### config.mk
export PLATFORM = sky130hd
export DESIGN_NAME = blake_g_engine
export DESIGN_NICKNAME = d
export VERILOG_FILES = /design/src/rtl/blake_pkg.sv /design/src/rtl/blake_g_half.sv /design/src/rtl/blake_g_engine.sv
export SDC_FILE = /design/constraint.sdc
export NUM_CORES = 2
export LEC_CHECK = 0
export BUFFER_PORTS_ARGS = -buffer_cell sky130_fd_sc_hd__buf_2
export CORE_ASPECT_RATIO = 0.9
export CORE_MARGIN = 5
export CORE_UTILIZATION = 30
export CTS_CLUSTER_SIZE = 24
export DETAILED_ROUTE_END_ITERATION = 6
export GPL_ROUTABILITY_DRIVEN = 0
export GPL_TIMING_DRIVEN = 0
export PLACE_DENSITY = 0.5
export SLEW_MARGIN = 15
export SYNTH_ARGS = -nofsm -noshare
export SYNTH_HDL_FRONTEND = slang
export SYNTH_SLANG_ARGS = --single-unit
### constraint.sdc
create_clock -name clk -period 24.6 [get_ports clk]
set_input_delay 4.92 -clock clk [delete_from_list [all_inputs] [get_ports clk]]
set_output_delay 4.92 -clock clk [all_outputs]
set_load 0.02 [all_outputs]
### src/rtl/blake_pkg.sv
// Shared BLAKE constants, G rotation amounts and the G engine state encoding.
package blake_pkg;

    localparam int ROT64_0 = 32;
    localparam int ROT64_1 = 25;
    localparam int ROT64_2 = 16;
    localparam int ROT64_3 = 11;

    localparam int ROT32_0 = 16;
    localparam int ROT32_1 = 12;
    localparam int ROT32_2 = 8;
    localparam int ROT32_3 = 7;

    localparam logic [31:0] IV256 [8] = '{
        32'h6A09E667, 32'hBB67AE85, 32'h3C6EF372, 32'hA54FF53A,
        32'h510E527F, 32'h9B05688C, 32'h1F83D9AB, 32'h5BE0CD19
    };

    localparam logic [31:0] CST256 [16] = '{
        32'h243F6A88, 32'h85A308D3, 32'h13198A2E, 32'h03707344,
        32'hA4093822, 32'h299F31D0, 32'h082EFA98, 32'hEC4E6C89,
        32'h452821E6, 32'h38D01377, 32'hBE5466CF, 32'h34E90C6C,
        32'hC0AC29B7, 32'hC97C50DD, 32'h3F84D5B5, 32'hB5470917
    };

    localparam logic [63:0] IV512 [8] = '{
        64'h6A09E667F3BCC908, 64'hBB67AE8584CAA73B,
        64'h3C6EF372FE94F82B, 64'hA54FF53A5F1D36F1,
        64'h510E527FADE682D1, 64'h9B05688C2B3E6C1F,
        64'h1F83D9ABFB41BD6B, 64'h5BE0CD19137E2179
    };

    localparam logic [63:0] CST512 [16] = '{
        64'h243F6A8885A308D3, 64'h13198A2E03707344,
        64'hA4093822299F31D0, 64'h082EFA98EC4E6C89,
        64'h452821E638D01377, 64'hBE5466CF34E90C6C,
        64'hC0AC29B7C97C50DD, 64'h3F84D5B5B5470917,
        64'h9216D5D98979FB1B, 64'hD1310BA698DFB5AC,
        64'h2FFD72DBD01ADFB7, 64'hB8E1AFED6A267E96,
        64'hBA7C9045F12C7F99, 64'h24A19947B3916CF7,
        64'h0801F2E2858EFC16, 64'h636920D871574E69
    };

    typedef enum logic [1:0] {IDLE, S1, S2, OUT} g_state_e;

endpackage

### src/rtl/blake_g_half.sv
// One G half-step: add/xor/rotate chain with run-time selectable rotation amounts.
module blake_g_half #(
    parameter int W  = 64,
    parameter int RW = $clog2(W)
) (
    input  logic [W-1:0]  a_i,
    input  logic [W-1:0]  b_i,
    input  logic [W-1:0]  c_i,
    input  logic [W-1:0]  d_i,
    input  logic [W-1:0]  x_i,
    input  logic [RW-1:0] ra_i,
    input  logic [RW-1:0] rb_i,
    output logic [W-1:0]  a_o,
    output logic [W-1:0]  b_o,
    output logic [W-1:0]  c_o,
    output logic [W-1:0]  d_o
);

    function automatic logic [W-1:0] rotr(input logic [W-1:0] v, input logic [RW-1:0] n);
        return (v >> n) | (v << (W - int'(n)));
    endfunction

    assign a_o = a_i + b_i + x_i;
    assign d_o = rotr(d_i ^ a_o, ra_i);
    assign c_o = c_i + d_o;
    assign b_o = rotr(b_i ^ c_o, rb_i);

endmodule

### src/rtl/blake_g_engine.sv
// Two-cycle sequential BLAKE G (W=64: BLAKE-512, W=32: BLAKE-256) with valid/ready on both sides.
// Optional mid-state taps are enabled with `define BLAKE_G_MIDSTATE_EN.
module blake_g_engine
    import blake_pkg::*;
#(
    parameter int W = 64
) (
    input  logic         clk,
    input  logic         rst_n,
    input  logic         in_valid,
    output logic         in_ready,
    input  logic [W-1:0] a_in,
    input  logic [W-1:0] b_in,
    input  logic [W-1:0] c_in,
    input  logic [W-1:0] d_in,
    input  logic [W-1:0] msg_j,
    input  logic [W-1:0] msg_k,
    input  logic [W-1:0] cst_j,
    input  logic [W-1:0] cst_k,
    output logic         out_valid,
    input  logic         out_ready,
    output logic [W-1:0] a_out,
    output logic [W-1:0] b_out,
    output logic [W-1:0] c_out,
    output logic [W-1:0] d_out
`ifdef BLAKE_G_MIDSTATE_EN
    ,
    output logic         mid_valid,
    output logic [W-1:0] mid_a,
    output logic [W-1:0] mid_b,
    output logic [W-1:0] mid_c,
    output logic [W-1:0] mid_d
`endif
);

    generate
        if (W != 32 && W != 64) begin : g_bad_w
            $error("blake_g_engine: W must be 32 or 64");
        end
    endgenerate

    localparam int RW = $clog2(W);
    localparam int R0 = (W == 64) ? ROT64_0 : ROT32_0;
    localparam int R1 = (W == 64) ? ROT64_1 : ROT32_1;
    localparam int R2 = (W == 64) ? ROT64_2 : ROT32_2;
    localparam int R3 = (W == 64) ? ROT64_3 : ROT32_3;

    g_state_e       state_q;
    logic [W-1:0]   a_q, b_q, c_q, d_q, x1_q, x2_q;
    logic [W-1:0]   ao_q, bo_q, co_q, do_q;
    logic           out_valid_q;
    logic [W-1:0]   a_d, b_d, c_d, d_d;
    logic           is_s1;
    logic           acc;

    assign in_ready = (state_q == IDLE) || (state_q == OUT && out_ready);
    assign acc      = in_valid && in_ready;
    assign is_s1    = (state_q == S1);

    // A single half-step datapath serves both edges; S1 and S2 only differ in x and rotations.
    blake_g_half #(.W(W)) u_half (
        .a_i  (a_q),
        .b_i  (b_q),
        .c_i  (c_q),
        .d_i  (d_q),
        .x_i  (is_s1 ? x1_q : x2_q),
        .ra_i (is_s1 ? RW'(R0) : RW'(R2)),
        .rb_i (is_s1 ? RW'(R1) : RW'(R3)),
        .a_o  (a_d),
        .b_o  (b_d),
        .c_o  (c_d),
        .d_o  (d_d)
    );

`ifdef BLAKE_G_MIDSTATE_EN
    logic         mid_valid_q;
    logic [W-1:0] ma_q, mb_q, mc_q, md_q;

    always_ff @(posedge clk or negedge rst_n) begin
        if (!rst_n) begin
            mid_valid_q <= 1'b0;
            ma_q        <= '0;
            mb_q        <= '0;
            mc_q        <= '0;
            md_q        <= '0;
        end else begin
            mid_valid_q <= is_s1;
            if (is_s1) begin
                ma_q <= a_d;
                mb_q <= b_d;
                mc_q <= c_d;
                md_q <= d_d;
            end
        end
    end

    assign mid_valid = mid_valid_q;
    assign mid_a     = ma_q;
    assign mid_b     = mb_q;
    assign mid_c     = mc_q;
    assign mid_d     = md_q;
`endif

    always_ff @(posedge clk or negedge rst_n) begin
        if (!rst_n) begin
            state_q     <= IDLE;
            a_q         <= '0;
            b_q         <= '0;
            c_q         <= '0;
            d_q         <= '0;
            x1_q        <= '0;
            x2_q        <= '0;
            ao_q        <= '0;
            bo_q        <= '0;
            co_q        <= '0;
            do_q        <= '0;
            out_valid_q <= 1'b0;
        end else begin
            case (state_q)
                S1: begin
                    a_q     <= a_d;
                    b_q     <= b_d;
                    c_q     <= c_d;
                    d_q     <= d_d;
                    state_q <= S2;
                end
                S2: begin
                    ao_q        <= a_d;
                    bo_q        <= b_d;
                    co_q        <= c_d;
                    do_q        <= d_d;
                    out_valid_q <= 1'b1;
                    state_q     <= OUT;
                end
                default: begin
                    // IDLE or OUT; result words stay put until the next S2 edge
                    if (state_q == OUT && out_ready) begin
                        out_valid_q <= 1'b0;
                        state_q     <= IDLE;
                    end
                    if (acc) begin
                        a_q     <= a_in;
                        b_q     <= b_in;
                        c_q     <= c_in;
                        d_q     <= d_in;
                        x1_q    <= msg_j ^ cst_k;
                        x2_q    <= msg_k ^ cst_j;
                        state_q <= S1;
                    end
                end
            endcase
        end
    end

    assign out_valid = out_valid_q;
    assign a_out     = ao_q;
    assign b_out     = bo_q;
    assign c_out     = co_q;
    assign d_out     = do_q;

endmodule

After elaboration in Yosys (flattened, before gate mapping)
Cells that the tools add are included.
{"block": "totals", "regBits": 643, "latch_bits": 0, "ramBits": 0, "rom_bits": 0, "input_bits": 516, "output_inout_bits": 258, "word_cells": 60, "n_memories": 0}
{"block": "classes", "add_sub_neg": 5, "n_mul": 0, "n_div": 0, "order_cmp": 0, "n_eq_ne": 3, "shifts": 4, "muxes": 16, "bitwise_logic": 9, "n_reduce_logical": 11}
{"op": "one-hot mux 64 bit (2 select lines)", "count": 4}
{"op": "two-way mux 64 bit", "count": 5}
{"op": "XOR 64 bit", "count": 4}
{"op": "adder 64 bit", "count": 3}
{"op": "bitwise OR 64 bit", "count": 2}
{"op": "left shift 64 x 32 -> 64 bit", "count": 2}
{"op": "right shift 64 x 5 -> 64 bit", "count": 1}
{"op": "right shift 64 x 6 -> 64 bit", "count": 1}
{"op": "subtractor 7 x 5 -> 8 bit, first input constant", "count": 1}
{"op": "subtractor 7 x 6 -> 8 bit, first input constant", "count": 1}
{"op": "two-way mux 6 bit", "count": 1}
{"op": "AND reduction 2 bit", "count": 3}
{"op": "two-way mux 5 bit", "count": 1}
{"op": "equality test 2 bit, second input constant", "count": 2}
{"op": "two-way mux 2 bit", "count": 2}
{"op": "one-hot mux 2 bit (2 select lines)", "count": 1}
{"op": "nonzero test 2 bit", "count": 2}
{"op": "nonzero test 4 bit", "count": 1}
{"op": "inverter 1 bit", "count": 3}
{"op": "equality test 2 x 1 -> 1 bit, second input constant", "count": 1}
{"op": "logical AND 1 bit", "count": 2}
{"op": "zero test 2 bit", "count": 1}
{"op": "one-hot mux 1 bit (2 select lines)", "count": 1}
{"op": "OR reduction 2 bit", "count": 1}
{"op": "2 further kinds", "count": 2}

Depth between registers and ports, before layout
{"block": "depth", "word_depth": 11, "depth_mapped": 35, "depth_no_buf": 29}

By module
From an unflattened synthesis, not the netlist that was laid out.
{"block": "hier_totals", "cells_unflattened": 5919, "hier_area_um2": 58140.8}
{"module": "blake_g_half", "instances": 1, "cells_per_inst": 4059, "area_each_um2": 29384.4}
{"module": "blake_g_engine", "instances": 1, "cells_per_inst": 1860, "area_each_um2": 28756.3}

Least setup slack after synthesis
Ideal clock, no wire load.
{"block": "synth_path", "path_type": "input port to output port", "start": "input port out_ready", "end": "output port in_ready", "arrival_ns": 5.160, "t_required_ns": 19.680, "slack_ns": 14.520, "stages": 2, "cell_sequence": "nand2_1 nand2b_1"}
{"block": "synth_via", "elab_chain_cells": 2}
{"item": "start: declaration", "line": "blake_g_engine.sv:21", "text": "input logic out_ready,"}
{"item": "logical AND 1 bit", "line": "blake_g_engine.sv:56", "text": "assign in_ready = (state_q == IDLE) || (state_q == OUT && out_ready);"}
{"item": "logical OR 1 bit", "line": "blake_g_engine.sv:56"}
{"item": "end: declaration", "line": "blake_g_engine.sv:11", "text": "output logic in_ready,"}
Every way passes these cells.

Worst setup path in the final report
{"block": "layout_path", "start": "register state_q[1]", "end": "register bo_q[26], in the netlist b_out[26]"}
{"block": "layout_via", "elab_chain_cells": 10, "word_cells_on_any_way": 17, "cone_classes": "add/sub: 4; eq/ne: 2; shift: 4; mux: 3; bitwise: 4"}
{"item": "start: declaration", "line": "blake_g_engine.sv:48", "text": "g_state_e state_q;"}
{"item": "start signal: assignment", "line": "blake_g_engine.sv:106", "text": "state_q <= IDLE;"}
{"item": "start signal: assignment", "line": "blake_g_engine.sv:125", "text": "state_q <= S2;"}
{"item": "start signal: assignment", "line": "blake_g_engine.sv:133", "text": "state_q <= OUT;"}
{"item": "equality test 2 x 1 -> 1 bit (*)", "line": "blake_g_engine.sv:58", "text": "assign is_s1 = (state_q == S1);"}
{"item": "two-way mux 64 bit", "line": "blake_g_engine.sv:66", "text": ".x_i (is_s1 ? x1_q : x2_q),"}
{"item": "adder 64 bit", "line": "blake_g_half.sv:23", "text": "assign a_o = a_i + b_i + x_i;"}
{"item": "XOR 64 bit", "line": "blake_g_half.sv:24", "text": "assign d_o = rotr(d_i ^ a_o, ra_i);"}
{"item": "left shift 64 x 32 -> 64 bit or right shift 64 x 6 -> 64 bit (tied branches)", "line": "blake_g_half.sv:20", "text": "return (v >> n) | (v << (W - int'(n)));"}
{"item": "bitwise OR 64 bit (*)", "line": "blake_g_half.sv:20"}
{"item": "net d_d[31]", "line": "blake_g_engine.sv:52", "text": "logic [W-1:0] a_d, b_d, c_d, d_d;"}
{"item": "adder 64 bit (*)", "line": "blake_g_half.sv:25", "text": "assign c_o = c_i + d_o;"}
{"item": "XOR 64 bit (*)", "line": "blake_g_half.sv:26", "text": "assign b_o = rotr(b_i ^ c_o, rb_i);"}
{"item": "left shift 64 x 32 -> 64 bit or right shift 64 x 5 -> 64 bit (tied branches)", "line": "blake_g_half.sv:20"}
{"item": "bitwise OR 64 bit (*)", "line": "blake_g_half.sv:20"}
{"item": "end signal: assignment", "line": "blake_g_engine.sv:114", "text": "bo_q <= '0;"}
{"item": "end signal: assignment", "line": "blake_g_engine.sv:129", "text": "bo_q <= b_d;"}
{"item": "end: declaration", "line": "blake_g_engine.sv:50", "text": "logic [W-1:0] ao_q, bo_q, co_q, do_q;"}
Mark *: on every way through the listed nets, which the timed path passes. The rest lies on a longest branch.
A chain may end at the register's enable or synchronous reset.

==> results by stage <==
Worst setup path:
- The worst setup path is launched from a flip-flop.
- In this run the worst path has a maximum fanout of 10.
- The required time at the endpoint of the critical path is 25.23 ns.
- The number of cells on the critical path is 34.
- The most repeated library cell on the critical path is sky130_fd_sc_hd__clkbuf_1.
- In this design, the stage delay of the slowest critical-path cell is 0.92 ns.
- The gate family responsible for the most delay along the worst path is buffers and inverters.
- By startpoint and endpoint, the worst setup path is classified as reg2reg.
- The end point of the critical path is b_out[26].
- At the worst endpoint, the arrival time is 14.74 ns.
- The critical path contains buffers and inverters numbering 9 combined.
- The number of cells on the worst reg-to-reg path is 34.
- The kind of end point of the critical path is a flip-flop.
- The register-to-register setup slack is 10.49 ns.
- The startpoint identified for the worst register-to-register timing path is state_q[1].
- The endpoint identified for the worst register-to-register timing path is b_out[26].
- The critical path's slowest cell is sky130_fd_sc_hd__mux2i_1.
- In this run the worst setup path begins at state_q[1].

GRT:
- The via count of the first global-routing pass is 37400.
- Global routing finished with a remaining overflow of 0.
- Global routing consumed, over all layers together, 31.0% of the routing resources.
- The initial antenna violation count came to 38.
- The maximum number of pins on one net before global-route repair is 97.
- The first global-routing pass estimated 303000 µm of wire.

Synthesis:
- Of the total synthesized cell area, the portion taken by AND, OR, NAND and NOR gates is 12.2%.
- The synthesized area divided by synthesized cell count is 9.46 µm².
- In this run the cell area of the synthesized design comes to 39800 µm².
- The dominant combinational cell family by area after synthesis is compound AO/OA/AOI/OAI gates.
- The commonest cells after synthesis are sky130_fd_sc_hd__dfrtp_1, sky130_fd_sc_hd__nand2_1, sky130_fd_sc_hd__nor2_1, sky130_fd_sc_hd__a21oi_1, sky130_fd_sc_hd__o21ai_0.
- Ranked by total cell area, the synthesized netlist is headed by sky130_fd_sc_hd__dfrtp_1, sky130_fd_sc_hd__mux2_2, sky130_fd_sc_hd__xnor2_1.
- In this run, synthesis produced a sequential element count of 643.
- Summing the areas of all compound-gate instances in the mapped netlist gives 18.4% of the synthesized area.
- Sequential cells were found to cover 40.5% of the synthesized design area.
- After technology mapping, the gate count stands at 4203.
- The distinct cell type count of the synthesized netlist is 98.
- The synthesized netlist devotes 8.97% of its cell area to XOR and XNOR gates.
- The arithmetic-cell share of the synthesized area counting full adders, half adders and majority gates is 7.33%.
- The top flip-flop cell by instance count after synthesis is sky130_fd_sc_hd__dfrtp_1.
- The number of nets produced by synthesis is 4913.
- The share of flip-flops with an asynchronous set or reset is 100%.
- The number of synthesized flops with an enable pin is 0.
- The top cell type by area accounts for 40.5% of the synthesized area.
- The warning count from the yosys run is 0.
- Yosys instantiated no cell more often than sky130_fd_sc_hd__dfrtp_1.
- sky130_fd_sc_hd__dfrtp_1 takes more of the synthesized area than any other cell.
- The proportion of synthesized area in mux cells is 9.45%.

STA:
- Measured against its own limit, the worst slew margin works out to 8.56%.
- Setup repair after global routing left no endpoint under its margin.
- The clock arrives with 0.0418 ns of skew.
- The achievable clock frequency is 70.9 MHz.
- The number of max-slew violations in the final report is 0.
- The worst setup slack after layout is 10.49 ns.
- The slew at the pin closest to its max-slew limit is 1.37 ns.
- The final-layout setup total negative slack is 0 ns.
- Setup violations remaining at the end of the flow were counted as 0.
- The number of hold violations in the final report was 0.
- Counting I/O delays and the setup requirement, the final critical path takes 14.11 ns.
- The final critical path takes up 57.4% of the cycle.

Detailed routing:
- The met3 wire length is 30600 µm.
- The number of iterations in the first detailed-routing pass is 6.
- In the final routing, the length of wire on met1 measures 86300 µm.
- The wire length after detailed routing is 226000 µm.
- The number of vias per cell is 5.63.
- The wire length on met2 is 93800 µm.
- Signal routing reaches up to met5.
- For this run, design rule violations remaining after detail routing come to 0.
- After the first detailed-routing iteration, the DRC count stood at 5183.
- The detailed-route via count is 38700.
- Dividing the detail-routed wire length by the instance count gives 32.8 µm.
- The detail route stage leaves a number of antenna-violating nets equal to 0.

Clock tree:
- In this run, CTS created clock tree buffers numbering 80.
- After clock tree synthesis, the clock-pin slew on the worst setup and hold paths is 0.06 ns.
- The clock tree synthesis step divided the H-tree into 3 levels.
- The post-cts gate resize count is 0.
- The maximum number of buffers from clock root to sink is 3.
- The cell at the root of the clock tree is sky130_fd_sc_hd__clkbuf_16.
- The number of buffers inserted by post-CTS setup repair is 0.
- The number of buffers added to fix hold violations after cts is 0.
- TritonCTS built the clock tree.
- The clock reaches the later pin of the worst-skew pair after 0.73 ns.
- CTS saw 643 sinks.

Placed design:
- The number of I/O port buffers is 773.
- Detailed placement ended at an HPWL of 187000 µm.
- The post-place setup slack is 11.44 ns.

Floorplan:
- The core box area is 131000 µm².
- The floorplan step defined a die boundary enclosing 140000 µm².
- From bottom edge to top edge, the die measures 355 µm.
- The floorplan step set the die width to 394 µm.
- The initial core utilization is 30.2%.
- The number of ports placed on the die boundary is 774.
- The count of standard-cell rows is 126.

Job:
- The tool flagged a number of max-cap violations equal to 0.

Final layout:
- From synthesis to final layout, the design area changed by 22.7%.
- The fraction of final layout cells with drive strength greater than 1 is 24.0%.
- The total number of nets in the final design is 5780.

Hold path:
- The path class of the lowest-slack min-delay path is reg2reg.

Run status:
- The run finished with clean final reports.
## per-stage QoR
step,hold slack (ns),utilization [%],std cells,cell area [µm²]
6_report,0.477,37.1,6878,48800
5_1_grt,0.497,37.1,6865,48800
3_3_place_gp,0.461,34.8,6704,45800
3_5_place_dp,0.463,35.0,6716,46100
4_1_cts,0.476,37.1,6861,48800
2_1_floorplan,0.450,-,4203,39800
## worst min path at each step
stage          cells past startpoint       from   endpoint  slack [ns]
6_report                           1  b_out[41]  b_out[41]        0.48
5_1_grt                            1  b_out[41]  b_out[41]        0.50
4_1_cts                            1  b_out[41]  b_out[41]        0.48
3_5_place_dp                       1  b_out[41]  b_out[41]        0.46
3_3_place_gp                       1  b_out[51]  b_out[51]        0.46
2_1_floorplan                      2     a_q[1]     a_q[1]        0.45
## state kept, by name (all words and copies together) (netlist names)
| signal | count |
|---|---|
| a_out | 64 |
| a_q | 64 |
| b_out | 64 |
| b_q | 64 |
| c_out | 64 |
| c_q | 64 |
| d_out | 64 |
| d_q | 64 |
| out_valid | 1 |
| state_q | 2 |
| x1_q | 64 |
| x2_q | 64 |
## logic make-up (layout without fill, tap and decap cells)
logic type      count (synthesis)  count (layout)
simple gates                 1111            1111
compound gates               1202            1202
mux                           347             347
fa+ha+maj                     194             194
flops                         643             643
buf+inv                       327            1257
xor+xnor                      379             379
other cells                     0              17
## final cells by class
type | instances | area (µm²)
clock inverter | 31 | 403
clock buffer | 114 | 2280
sequential | 643 | 16100
buffer | 270 | 1050
antenna | 17 | 42.5
fill | 13700 | 82700
timing repair buffer | 785 | 4130
inverter | 57 | 214
multi-input combinational | 3233 | 22400
tap | 1728 | 2160
## per-layer routing
metal,track usage (%),vias up
met1,38.2,19100
met5,0,-
li1,-,16600
met4,17.0,16
met3,14.2,524
met2,45.1,2484
## layout by cell type, fill, tap and decap left out, drive strengths merged, types with 19 or more instances in the layout
cell type	Yosys	final
a211oi	24	24
o2bb2ai	22	22
and2	31	31
o211ai	23	23
mux2i	120	120
mux2	227	227
a21o	79	79
a21oi	395	395
a22o	19	19
nor3	30	30
o31ai	42	42
inv	56	61
nand3	31	31
dfrtp	643	643
buf	50	835
fa	65	65
o21ai	397	397
xnor2	263	263
clkbuf	220	334
xor2	99	99
a21boi	19	19
nand2	447	447
a31oi	27	27
nand4	56	56
o21bai	25	25
ha	129	129
or2	21	21
nor2	400	400
o21a	35	35
Power is left out: the tool's default activity adds up to more than one toggle a clock period on the data nets, which glitch-free logic cannot reach.
